--- config.mk ---
export PLATFORM = sky130hd
export DESIGN_NAME = pc_gen_flat
export DESIGN_NICKNAME = d
export VERILOG_FILES = /design/src/rtl/cpu_pkg.sv /design/src/rtl/pc_gen_if.sv /design/src/rtl/pc_redirect_arb.sv /design/src/rtl/pc_gen.sv /design/src/flat_wrapper.sv
export SDC_FILE = /design/constraint.sdc
export NUM_CORES = 1
export LEC_CHECK = 0
export CAP_MARGIN = 5
export CORE_ASPECT_RATIO = 1.1
export CORE_MARGIN = 4
export CORE_UTILIZATION = 45
export DETAILED_ROUTE_END_ITERATION = 8
export PLACE_DENSITY_LB_ADDON = 0.12
export SLEW_MARGIN = 10
export SYNTH_ARGS = -nofsm -noshare
export SYNTH_HDL_FRONTEND = slang
export SYNTH_SLANG_ARGS = --single-unit
--- constraint.sdc ---
create_clock -name clk -period 5.8 [get_ports clk]
set_input_delay 1.74 -clock clk [delete_from_list [all_inputs] [get_ports clk]]
set_output_delay 1.74 -clock clk [all_outputs]
set_load 0.01 [all_outputs]
--- src/rtl/cpu_pkg.sv ---
// Shared frontend types: PC state machine states, next-PC source tags, default reset vector.
package cpu_pkg;

    typedef enum logic [1:0] {
        BOOT = 2'd0,
        RUN  = 2'd1,
        HALT = 2'd2
    } pc_state_t;

    typedef enum logic [2:0] {
        NONE    = 3'd0,
        TRAP    = 3'd1,
        MISPRED = 3'd2,
        PRED    = 3'd3,
        SEQ     = 3'd4
    } redirect_src_t;

    localparam logic [31:0] DEFAULT_RESET_VECTOR = 32'h0000_0000;

endpackage

--- src/rtl/pc_gen_if.sv ---
// Fetch-PC bundle between pc_gen (master) and the frontend/redirect sources (slave).
interface pc_gen_if #(
    parameter int XLEN = 32
);
    logic            fetch_ready;
    logic            pc_valid;
    logic [XLEN-1:0] pc;
    logic            pc_misaligned;
    logic            redirected;
    logic            trap_valid;
    logic [XLEN-1:0] trap_target;
    logic            mispredict_valid;
    logic [XLEN-1:0] mispredict_target;
    logic            predict_valid;
    logic [XLEN-1:0] predict_target;
    logic            halt_req;
    logic            resume_req;
    logic            halted;

    modport master (
        input  fetch_ready, trap_valid, trap_target, mispredict_valid, mispredict_target,
               predict_valid, predict_target, halt_req, resume_req,
        output pc_valid, pc, pc_misaligned, redirected, halted
    );

    modport slave (
        output fetch_ready, trap_valid, trap_target, mispredict_valid, mispredict_target,
               predict_valid, predict_target, halt_req, resume_req,
        input  pc_valid, pc, pc_misaligned, redirected, halted
    );

endinterface

--- src/rtl/pc_redirect_arb.sv ---
// Combinational next-PC priority select: trap > mispredict > predict > sequential > hold.
// Zero latency; predict and sequential advance only when the current PC is accepted.
module pc_redirect_arb
    import cpu_pkg::*;
#(
    parameter int XLEN   = 32,
    parameter int STEP   = 4,
    parameter int IALIGN = 4
) (
    input  logic            i_accept,
    input  logic [XLEN-1:0] i_cur_pc,
    input  logic            i_trap_valid,
    input  logic [XLEN-1:0] i_trap_target,
    input  logic            i_mispredict_valid,
    input  logic [XLEN-1:0] i_mispredict_target,
    input  logic            i_predict_valid,
    input  logic [XLEN-1:0] i_predict_target,
    output logic [XLEN-1:0] o_next_pc,
    output redirect_src_t   o_src,
    output logic            o_misaligned
);

    localparam logic [XLEN-1:0] ALIGN_MASK = XLEN'(IALIGN - 1);
    localparam logic [XLEN-1:0] STEP_INC   = XLEN'(STEP);

    always_comb begin
        o_next_pc    = i_cur_pc;
        o_src        = NONE;
        o_misaligned = 1'b0;
        if (i_trap_valid) begin
            o_next_pc    = i_trap_target;
            o_src        = TRAP;
            o_misaligned = |(i_trap_target & ALIGN_MASK);
        end else if (i_mispredict_valid) begin
            o_next_pc    = i_mispredict_target;
            o_src        = MISPRED;
            o_misaligned = |(i_mispredict_target & ALIGN_MASK);
        end else if (i_predict_valid && i_accept) begin
            o_next_pc    = i_predict_target;
            o_src        = PRED;
            o_misaligned = |(i_predict_target & ALIGN_MASK);
        end else if (i_accept) begin
            // wraps modulo 2^XLEN by construction
            o_next_pc = i_cur_pc + STEP_INC;
            o_src     = SEQ;
        end
    end

endmodule

--- src/rtl/pc_gen.sv ---
// Fetch-PC generator with BOOT/RUN/HALT control; all outputs registered, redirects visible next cycle.
// PC holds while pc_valid && !fetch_ready; trap/mispredict override the stall and the halt state.
module pc_gen
    import cpu_pkg::*;
#(
    parameter int              XLEN         = 32,
    parameter logic [XLEN-1:0] RESET_VECTOR = XLEN'(DEFAULT_RESET_VECTOR),
    parameter int              STEP         = 4,
    parameter int              IALIGN       = 4
) (
    input logic      clk,
    input logic      rst,
    pc_gen_if.master bus
);

    localparam logic [1:0] ST_BOOT = BOOT;
    localparam logic [1:0] ST_RUN  = RUN;
    localparam logic [1:0] ST_HALT = HALT;

    logic [1:0]      r_state;
    logic [XLEN-1:0] r_pc;
    logic            r_pc_valid;
    logic            r_misaligned;
    logic            r_redirected;
    logic            r_halted;

    logic [1:0]      w_state_nxt;
    logic            w_accept;
    logic [XLEN-1:0] w_next_pc;
    redirect_src_t   w_src;
    logic            w_misaligned;
    logic            w_target_load;

    assign w_accept = r_pc_valid & bus.fetch_ready;

    pc_redirect_arb #(
        .XLEN   (XLEN),
        .STEP   (STEP),
        .IALIGN (IALIGN)
    ) u_arb (
        .i_accept            (w_accept),
        .i_cur_pc            (r_pc),
        .i_trap_valid        (bus.trap_valid),
        .i_trap_target       (bus.trap_target),
        .i_mispredict_valid  (bus.mispredict_valid),
        .i_mispredict_target (bus.mispredict_target),
        .i_predict_valid     (bus.predict_valid),
        .i_predict_target    (bus.predict_target),
        .o_next_pc           (w_next_pc),
        .o_src               (w_src),
        .o_misaligned        (w_misaligned)
    );

    assign w_target_load = (w_src == TRAP) || (w_src == MISPRED) || (w_src == PRED);

    // halt_req beats resume_req when both arrive in HALT
    always_comb begin
        w_state_nxt = r_state;
        case (r_state)
            ST_BOOT: w_state_nxt = ST_RUN;
            ST_RUN:  if (bus.halt_req) w_state_nxt = ST_HALT;
            ST_HALT: if (bus.resume_req && !bus.halt_req) w_state_nxt = ST_RUN;
            default: w_state_nxt = ST_BOOT;
        endcase
    end

    always_ff @(posedge clk) begin
        if (rst) begin
            r_state      <= ST_BOOT;
            r_pc         <= RESET_VECTOR;
            r_pc_valid   <= 1'b0;
            r_misaligned <= 1'b0;
            r_redirected <= 1'b0;
            r_halted     <= 1'b0;
        end else begin
            r_state      <= w_state_nxt;
            r_pc         <= w_next_pc;
            r_pc_valid   <= (w_state_nxt == ST_RUN);
            r_halted     <= (w_state_nxt == ST_HALT);
            r_redirected <= w_target_load;
            if (w_target_load) begin
                r_misaligned <= w_misaligned;
            end
        end
    end

    assign bus.pc            = r_pc;
    assign bus.pc_valid      = r_pc_valid;
    assign bus.pc_misaligned = r_misaligned;
    assign bus.redirected    = r_redirected;
    assign bus.halted        = r_halted;

endmodule

--- src/flat_wrapper.sv ---
// flat-port wrapper written by rule: the top's interface ports become plain ports
module pc_gen_flat import cpu_pkg::*;
#(
    parameter int              XLEN         = 32,
    parameter logic [XLEN-1:0] RESET_VECTOR = XLEN'(DEFAULT_RESET_VECTOR),
    parameter int              STEP         = 4,
    parameter int              IALIGN       = 4
)
  (clk, rst, bus_fetch_ready, bus_trap_valid, bus_trap_target, bus_mispredict_valid, bus_mispredict_target, bus_predict_valid, bus_predict_target, bus_halt_req, bus_resume_req, bus_pc_valid, bus_pc, bus_pc_misaligned, bus_redirected, bus_halted);
  pc_gen_if #(.XLEN(XLEN)) bus_i ();
  input logic clk;
  input logic rst;
  input wire logic [$bits(bus_i.fetch_ready)-1:0] bus_fetch_ready;
  input wire logic [$bits(bus_i.trap_valid)-1:0] bus_trap_valid;
  input wire logic [$bits(bus_i.trap_target)-1:0] bus_trap_target;
  input wire logic [$bits(bus_i.mispredict_valid)-1:0] bus_mispredict_valid;
  input wire logic [$bits(bus_i.mispredict_target)-1:0] bus_mispredict_target;
  input wire logic [$bits(bus_i.predict_valid)-1:0] bus_predict_valid;
  input wire logic [$bits(bus_i.predict_target)-1:0] bus_predict_target;
  input wire logic [$bits(bus_i.halt_req)-1:0] bus_halt_req;
  input wire logic [$bits(bus_i.resume_req)-1:0] bus_resume_req;
  output wire logic [$bits(bus_i.pc_valid)-1:0] bus_pc_valid;
  output wire logic [$bits(bus_i.pc)-1:0] bus_pc;
  output wire logic [$bits(bus_i.pc_misaligned)-1:0] bus_pc_misaligned;
  output wire logic [$bits(bus_i.redirected)-1:0] bus_redirected;
  output wire logic [$bits(bus_i.halted)-1:0] bus_halted;
  assign bus_i.fetch_ready = bus_fetch_ready;
  assign bus_i.trap_valid = bus_trap_valid;
  assign bus_i.trap_target = bus_trap_target;
  assign bus_i.mispredict_valid = bus_mispredict_valid;
  assign bus_i.mispredict_target = bus_mispredict_target;
  assign bus_i.predict_valid = bus_predict_valid;
  assign bus_i.predict_target = bus_predict_target;
  assign bus_i.halt_req = bus_halt_req;
  assign bus_i.resume_req = bus_resume_req;
  assign bus_pc_valid = bus_i.pc_valid;
  assign bus_pc = bus_i.pc;
  assign bus_pc_misaligned = bus_i.pc_misaligned;
  assign bus_redirected = bus_i.redirected;
  assign bus_halted = bus_i.halted;
  pc_gen #(.XLEN(XLEN), .RESET_VECTOR(RESET_VECTOR), .STEP(STEP), .IALIGN(IALIGN)) u_core (.clk(clk), .rst(rst), .bus(bus_i));
endmodule
==> results of run 1 <==
==> power by group <==
part           switching (mW)  internal (mW)  total (mW)
registers              0.0371          0.284       0.321
logic                   0.110          0.148       0.258
clock network           0.101         0.0961       0.197
total                   0.248          0.528       0.776
==> flip-flops by register name, indices dropped and copies added, names as in the netlist <==
signal,cells
u_core.bus.pc_misaligned,1
u_core.bus.redirected,1
u_core.bus.pc_valid,1
u_core.bus.halted,1
u_core.r_state,2
u_core.bus.pc,32
==> synthesized netlist by cell type, types with 6 or more instances <==
master,n,area share
dfxtp_1,38,0.26
nor2_1,37,0.048
nand2_1,30,0.039
a21oi_1,26,0.045
o21ai_0,22,0.038
clkbuf_1,21,0.027
nand3_1,17,0.029
nor3_1,14,0.024
nand4_1,13,0.028
inv_1,11,0.014
a211oi_1,10,0.026
a31oi_1,10,0.021
mux2i_1,10,0.034
xnor2_1,8,0.024
nor4_1,7,0.015
a221oi_1,6,0.018
o22ai_1,6,0.013
o32ai_1,6,0.018
==> worst max-delay path: stages <==
cell	delay (ps)
clkdlybuf4s50_1	890
a211oi_4	810
buf_4	350
nor2_1	110
o221a_2	140
o21ai_0	80
a21oi_1	90
==> area by class of cell <==
| cell class | count | area (um^2) |
|---|---|---|
| clock buffer | 7 | 86.3 |
| clock inverter | 1 | 5.00 |
| fill | 558 | 1870 |
| inverter | 11 | 41.3 |
| multi-input combinational | 303 | 1940 |
| sequential | 38 | 761 |
| tap | 80 | 100 |
| timing repair buffer | 144 | 1430 |
==> cell families (layout without fill, tap and decap cells) <==
group	Yosys count	in the layout
buf+inv	41	163
xor+xnor	11	11
mux	10	10
compound gates	133	133
simple gates	148	148
flops	38	38
fa+ha+maj	1	1
==> metal layers <==
layer,vias up,part of all wire,GRT usage
met4,0,0.024,0.103
met2,219,0.49,0.475
met3,28,0.092,0.0489
li1,1730,-,-
met5,-,0,0
met1,1686,0.39,0.341
==> final timing paths <==
path,endpoint,startpoint
worst max-delay path,u_core.bus.pc[11],bus_mispredict_valid
worst min-delay path,u_core.bus.pc[0],u_core.bus.pc[0]
worst max register to register,u_core.bus.pc[4],u_core.bus.pc_valid
worst min register to register,u_core.bus.pc[0],u_core.bus.pc[0]
==> through the flow <==
stage,util,setup WS (ps)
floorplan,-,2760
global placement,0.685,1590
detailed placement,0.685,1520
CTS,0.700,1840
global route,0.700,1560
finish,0.700,1760
==> impl_metrics.tcl, run 1 <==
set metrics [dict create \
    fin_crit_ps 4040 \
    synthXorXnorAreaFrac 0.0331 \
    gp_congestion 0.951 \
    rsz0062_at_grt "false" \
    postLayoutCellArea_mm2 0.00436 \
    synthSimpleGateAreaFrac 0.266 \
    n_antenna_cell 0 \
    vdd_drop_max_mv 0.128 \
    yosys_register_bits 38 \
    dr.pass1.iters 5 \
    root_buffer "clkbuf_8" \
    syn_nets 487 \
    p_total_mw 0.776 \
    cp.required_ps 5970 \
    layout_commonest_cell "clkdlybuf4s50_1" \
    outcome "complete, no violations" \
    dieHeight_um 92.4 \
    crit_path_end_kind "flop" \
    drt_iter0_markers 343 \
    synth_edf_count 0 \
    cts.htree.levels 2 \
    final_layout_size_suffix_gt1_frac 0.0516 \
    syn_area_mm2 0.00291 \
    r2r_cells 5 \
    die_x_um 84.7 \
    cap_violations 0 \
    setup_viol 0 \
    layout_common_cells "139 x clkdlybuf4s50_1, 38 x dfxtp_1, 37 x nor2_1" \
    worstPathArrival_ps 4210 \
    ys_warn_count 0 \
    wire_per_inst_um 19.0 \
    clk_latency_ps 300 \
    grt_pass1_vias 3528 \
    min_path_cells 2 \
    grt_max_degree 38 \
    reg2reg_slack_ps 3320 \
    fin_nets 608 \
    drcViolationCount 0 \
    ys_types 65 \
    synth_area_per_cell_um2 7.62 \
    dieArea_mm2 0.00782 \
    worst_pin_slew_ps 1010 \
    post-cts-setup-buffers 0 \
    max_freq_mhz 248 \
    p_per_area_mw_per_mm2 178 \
    fin_skew_ps 5.04 \
    synth_compound_area_frac 0.325 \
    io_pins 140 \
    synth_top_family_by_area "compound AO/OA/AOI/OAI gates" \
    yosys.area_share.adder 0.00430 \
    syn_to_final_growth_pct 49.8 \
    dominantRegCellSynth "dfxtp_1" \
    cts_sinks 38 \
    crit_fanout 23 \
    avgViaCountPerCell 6.27 \
    finalHoldViolCount 0 \
    synth.area.mux_share 0.0344 \
    postCtsHoldBufs 0 \
    vias 3663 \
    worstSetupStartpointType "input pin" \
    grt_usage 0.275 \
    holdCritPathClass "flop to flop" \
    antenna_found_initial 0 \
    drv_slew 0 \
    grt_overflow_total 0 \
    finalNonFillerCells 584 \
    timing.slew.headroom 0.322 \
    p_leak_nw 1.53 \
    drtAntennaViolNets 0 \
    seq_area_frac_synth 0.261 \
    dpl.hpwl_um 8240 \
    clk_pin_slew_worst_paths_ps 80 \
    syn_inst 382 \
    path_class "input pin to flop" \
    cts_tree "done" \
    async_flop_share 0 \
    cts_buffers 5 \
    cts_resized 0 \
    fin_hold_ws_ps 461 \
    row_count 30 \
    initial_utilization 0.467 \
    clockBufferDepth 2 \
    grt_pass1_wl_um 17500 \
    drt-total-wl_um 11100 \
    place_area_mm2 0.00427 \
    core_mm2 0.00623 \
    finalSetupTns_ps 0 \
    fin_crit_sh 0.697 \
    dpl.cell_count 576 \
    port-buffer-count 139 \
]
No activity file was read; power rests on OpenSTA's default activity.
==> inputs of run 2 (changes only) <==
--- a/config.mk
+++ b/config.mk
@@ -8,7 +8,7 @@
 export CAP_MARGIN = 5
 export CORE_ASPECT_RATIO = 1.1
 export CORE_MARGIN = 4
-export CORE_UTILIZATION = 45
+export CORE_UTILIZATION = 42
 export DETAILED_ROUTE_END_ITERATION = 8
 export PLACE_DENSITY_LB_ADDON = 0.12
 export SLEW_MARGIN = 10
==> constraint.sdc (replaced) <==
create_clock -name clk -period 3.8 [get_ports clk]
set_input_delay 1.14 -clock clk [delete_from_list [all_inputs] [get_ports clk]]
set_output_delay 1.14 -clock clk [all_outputs]
set_load 0.01 [all_outputs]
==> impl_metrics.tcl, run 2 (synthesized netlist as in run 1, its figures left out) <==
set metrics [dict create \
    fin_skew_ps 4.49 \
    worstSetupStartpointType "input pin" \
    drt_iter0_markers 230 \
    cts.htree.levels 2 \
    crit_path_end_kind "flop" \
    fin_crit_ps 3130 \
    finalHoldViolCount 0 \
    min_path_cells 2 \
    worstPathArrival_ps 3340 \
    cts_tree "done" \
    die_x_um 87.4 \
    reg2reg_slack_ps 1500 \
    n_antenna_cell 0 \
    fin_hold_ws_ps 468 \
    postCtsHoldBufs 0 \
    crit-reg2reg-capture "u_core.bus.pc[18]" \
    dpl.cell_count 587 \
    drt-total-wl_um 11400 \
    port-buffer-count 139 \
    drcViolationCount 0 \
    slowest_stage "nor2b_1" \
    rsz0062_at_grt "false" \
    grt_max_degree 31 \
    p_total_mw 1.25 \
    max_freq_mhz 319 \
    io_pins 140 \
    dieArea_mm2 0.00833 \
    drtAntennaViolNets 0 \
    min-delay-start "u_core.bus.pc[1]" \
    dieHeight_um 95.3 \
    syn_to_final_growth_pct 52.7 \
    worst_pin_slew_ps 1040 \
    crit_fanout 10 \
    vias 3670 \
    fin_nets 617 \
    post-cts-setup-buffers 0 \
    final_util 0.667 \
    p_leak_nw 1.57 \
    avgViaCountPerCell 6.17 \
    grt_usage 0.271 \
    p_clk_frac 0.283 \
    holdCritPathClass "flop to flop" \
    clk_pin_slew_worst_paths_ps 80 \
    cp.required_ps 4010 \
    layout_commonest_cell "clkdlybuf4s50_1" \
    seq_power_share 0.394 \
    clk_latency_ps 300 \
    max_stage_delay_ps 810 \
    dr.pass1.iters 6 \
    switching_share 0.308 \
    path_class "input pin to flop" \
    grt_pass1_vias 3623 \
    cap_violations 0 \
    finalNonFillerCells 595 \
    layout_common_cells "139 x clkdlybuf4s50_1, 38 x dfxtp_1, 37 x nor2_1" \
    drv_slew 0 \
    switchingPower_mw 0.383 \
    initial_utilization 0.436 \
    cts_resized 0 \
    row_count 31 \
    crit_path_cell_trace "clkdlybuf4s50_1, buf_4, nor2b_1, a221o_1, a31oi_1, a221oi_1" \
    vdd_drop_max_mv 0.139 \
    dpl.hpwl_um 8570 \
    core_mm2 0.00667 \
    final_layout_size_suffix_gt1_frac 0.0663 \
    fin_crit_sh 0.824 \
    internal-power_mw 0.862 \
    gp_congestion 0.887 \
    grt_pass1_wl_um 17800 \
    cts_buffers 5 \
    r2r_cells 6 \
    min_to "u_core.bus.pc[1]" \
    timing.slew.headroom 0.303 \
    wire_per_inst_um 19.2 \
    p_per_area_mw_per_mm2 280 \
    setup_viol 0 \
    cts_sinks 38 \
    root_buffer "clkbuf_8" \
    outcome "complete, no violations" \
    largest_register_ffs 32 \
    grt_overflow_total 0 \
    finalSetupTns_ps 0 \
    clockBufferDepth 2 \
    p_comb_frac 0.323 \
    antenna_found_initial 0 \
    timing.rr.start "u_core.bus.pc[2]" \
]
-- run 2: worst max-delay path: cells and delay by family --
kind,cells,cell delay (ps)
compound gates,3,540
buf+inv,2,840
simple gates,1,810
-- run 2: final cells by class --
| class | instances | area, um^2 |
|---|---|---|
| inverters | 11 | 41.3 |
| well taps | 82 | 103 |
| fillers | 610 | 2220 |
| multi-input cells | 303 | 1940 |
| clock inverters | 1 | 30.0 |
| clock buffers | 7 | 76.3 |
| repair buffers | 153 | 1500 |
| flip-flops and latches | 38 | 761 |
-- run 2: per-stage QoR --
| stage | setup slack [ps] | area (um^2) |
|---|---|---|
| global placement | 524 | 4340 |
| finish | 668 | 4450 |
| floorplan | 1360 | 2910 |
| CTS | 748 | 4450 |
| global route | 639 | 4450 |
| detailed placement | 444 | 4340 |
-- run 2: worst max path at each step --
stage                                    to                 start  cells after the start
after floorplan            u_core.bus.pc[8]  bus_mispredict_valid                      7
after global placement    u_core.bus.pc[25]        bus_trap_valid                      6
after detailed placement  u_core.bus.pc[25]        bus_trap_valid                      6
after CTS                 u_core.bus.pc[25]        bus_trap_valid                      6
after global routing      u_core.bus.pc[25]        bus_trap_valid                      6
final                     u_core.bus.pc[25]        bus_trap_valid                      6
-- run 2: routing by layer --
layer  track usage  vias to the layer above  wire (um)
li1              -                     1748          -
met1         0.341                     1682       4570
met2         0.452                      202       5470
met3        0.0493                       38        994
met4         0.116                        0        375
met5             0                        -          0
-- run 2: power by group through the flow --
| stage | logic, mW | registers (mW) | clock network, mW |
|---|---|---|---|
| 6_report | 0.402 | 0.491 | 0.352 |
| 4_1_cts | 0.401 | 0.489 | 0.351 |
| 5_1_grt | 0.433 | 0.498 | 0.370 |
| 2_1_floorplan | 0.172 | 0.497 | 0 |
| 3_5_place_dp | 0.398 | 0.499 | 0 |
| 3_3_place_gp | 0.393 | 0.497 | 0 |
==> inputs of run 3 (changes only) <==
==> constraint.sdc (replaced) <==
create_clock -name clk -period 2.95 [get_ports clk]
set_input_delay 0.885 -clock clk [delete_from_list [all_inputs] [get_ports clk]]
set_output_delay 0.885 -clock clk [all_outputs]
set_load 0.01 [all_outputs]
==> impl_metrics.tcl, run 3 (synthesized netlist as in run 1, its figures left out) <==
set metrics [dict create \
    io_pins 140 \
    max_freq_mhz 390 \
    fin_nets 625 \
    grt_overflow_total 0 \
    drcViolationCount 0 \
    p_per_area_mw_per_mm2 343 \
    port-buffer-count 139 \
    final_layout_size_suffix_gt1_frac 0.0825 \
    n_antenna_cell 0 \
    crit-reg2reg-capture "u_core.bus.pc[18]" \
    cp.required_ps 3150 \
    largest_register_ffs 32 \
    reg2reg_slack_ps 760 \
    worstPathArrival_ps 2760 \
    layout_commonest_cell "clkdlybuf4s50_1" \
    wire_per_inst_um 19.0 \
    clockBufferDepth 2 \
    vias 3710 \
    min_path_cells 2 \
    drv_slew 0 \
    r2r_cells 6 \
    setup_slack_ps 386 \
    cap_violations 0 \
    cts_tree "done" \
    worst_pin_slew_ps 968 \
    timing.slew.headroom 0.353 \
    core_mm2 0.00667 \
    cts_resized 0 \
    postCtsHoldBufs 0 \
    holdCritPathClass "flop to flop" \
    grt_usage 0.268 \
    p_total_mw 1.54 \
    crit_path_end_kind "flop" \
    dieHeight_um 95.3 \
    layout_common_cells "139 x clkdlybuf4s50_1, 38 x dfxtp_1, 37 x nor2_1" \
    row_count 31 \
    final_util 0.673 \
    dpl.hpwl_um 8800 \
    min_to "u_core.bus.pc[1]" \
    finalSetupTns_ps 0 \
    grt_pass1_wl_um 17800 \
    gp_congestion 0.890 \
    vdd_drop_max_mv 0.243 \
    drt-total-wl_um 11400 \
    avgViaCountPerCell 6.15 \
    antenna_found_initial 0 \
    dr.pass1.iters 7 \
    outcome "complete, no violations" \
    cts_buffers 5 \
    path_class "input pin to flop" \
    dieArea_mm2 0.00833 \
    initial_utilization 0.436 \
    rsz0062_at_grt "false" \
    p_leak_nw 1.61 \
    fin_crit_ps 2560 \
    setup_viol 0 \
    drtAntennaViolNets 0 \
    drt_iter0_markers 236 \
    post-place-ws_ps 115 \
    syn_to_final_growth_pct 54.3 \
    fin_skew_ps 6.32 \
    clk_pin_slew_worst_paths_ps 70 \
    crit_fanout 12 \
    fin_crit_sh 0.869 \
    worstSetupStartpointType "input pin" \
    finalHoldViolCount 0 \
    timing.rr.start "u_core.bus.pc[2]" \
    clk_latency_ps 290 \
    grt_pass1_vias 3709 \
    cts.htree.levels 2 \
    min-delay-start "u_core.bus.pc[1]" \
    fill_cells 582 \
    root_buffer "clkbuf_8" \
    die_x_um 87.4 \
    cts_sinks 38 \
    post-cts-setup-buffers 0 \
    grt_max_degree 34 \
]
[run 3: changes by cell type in the layout (fill, tap and decap cells not counted)]
cell       change
buf_4          +8
bufinv_16      -1
clkbuf_1       -1
clkbuf_8       +1
clkinv_2       +1
[run 3: per-layer routing]
layer,track usage,wire [um],vias up
met2,0.441,5470,190
met3,0.0449,933,27
met1,0.342,4700,1725
li1,-,-,1768
met4,0.121,344,0
met5,0,0,-
[run 3: final cells by class]
class | instances | area (um^2) | area share
clock inverter | 1 | 5.00 | 0.00111
tap | 82 | 103 | 0.0228
multi-input combinational | 303 | 1940 | 0.432
timing repair buffer | 161 | 1560 | 0.347
sequential | 38 | 761 | 0.169
inverter | 11 | 41.3 | 0.00919
clock buffer | 7 | 86.3 | 0.0192
[run 3: critical path, stage by stage]
cell             delay, ps
clkdlybuf4s50_1        400
buf_4                  180
nor2b_1                750
a221o_1                270
a31oi_1                 40
a221oi_1               230
[run 3: worst max-delay path by stage]
stage,start,to,slack [ps]
floorplan,bus_mispredict_valid,u_core.bus.pc[8],770
global placement,bus_trap_valid,u_core.bus.pc[25],140
detailed placement,bus_trap_valid,u_core.bus.pc[25],110
CTS,bus_trap_valid,u_core.bus.pc[25],410
global route,bus_fetch_ready,u_core.bus.pc[6],280
finish,bus_trap_valid,u_core.bus.pc[25],390
[run 3: power breakdown]
part	total, mW	switching, mW	internal [mW]
clock	0.382	0.193	0.189
sequential	0.633	0.0742	0.559
combinational	0.525	0.220	0.305
total	1.54	0.487	1.05
[run 3: stage by stage]
stage,cells,area (um^2),hold WS [ps]
detailed placement,595,4400,453
CTS,603,4490,467
floorplan,382,2910,476
finish,603,4490,462
global route,603,4490,483
global placement,595,4400,444
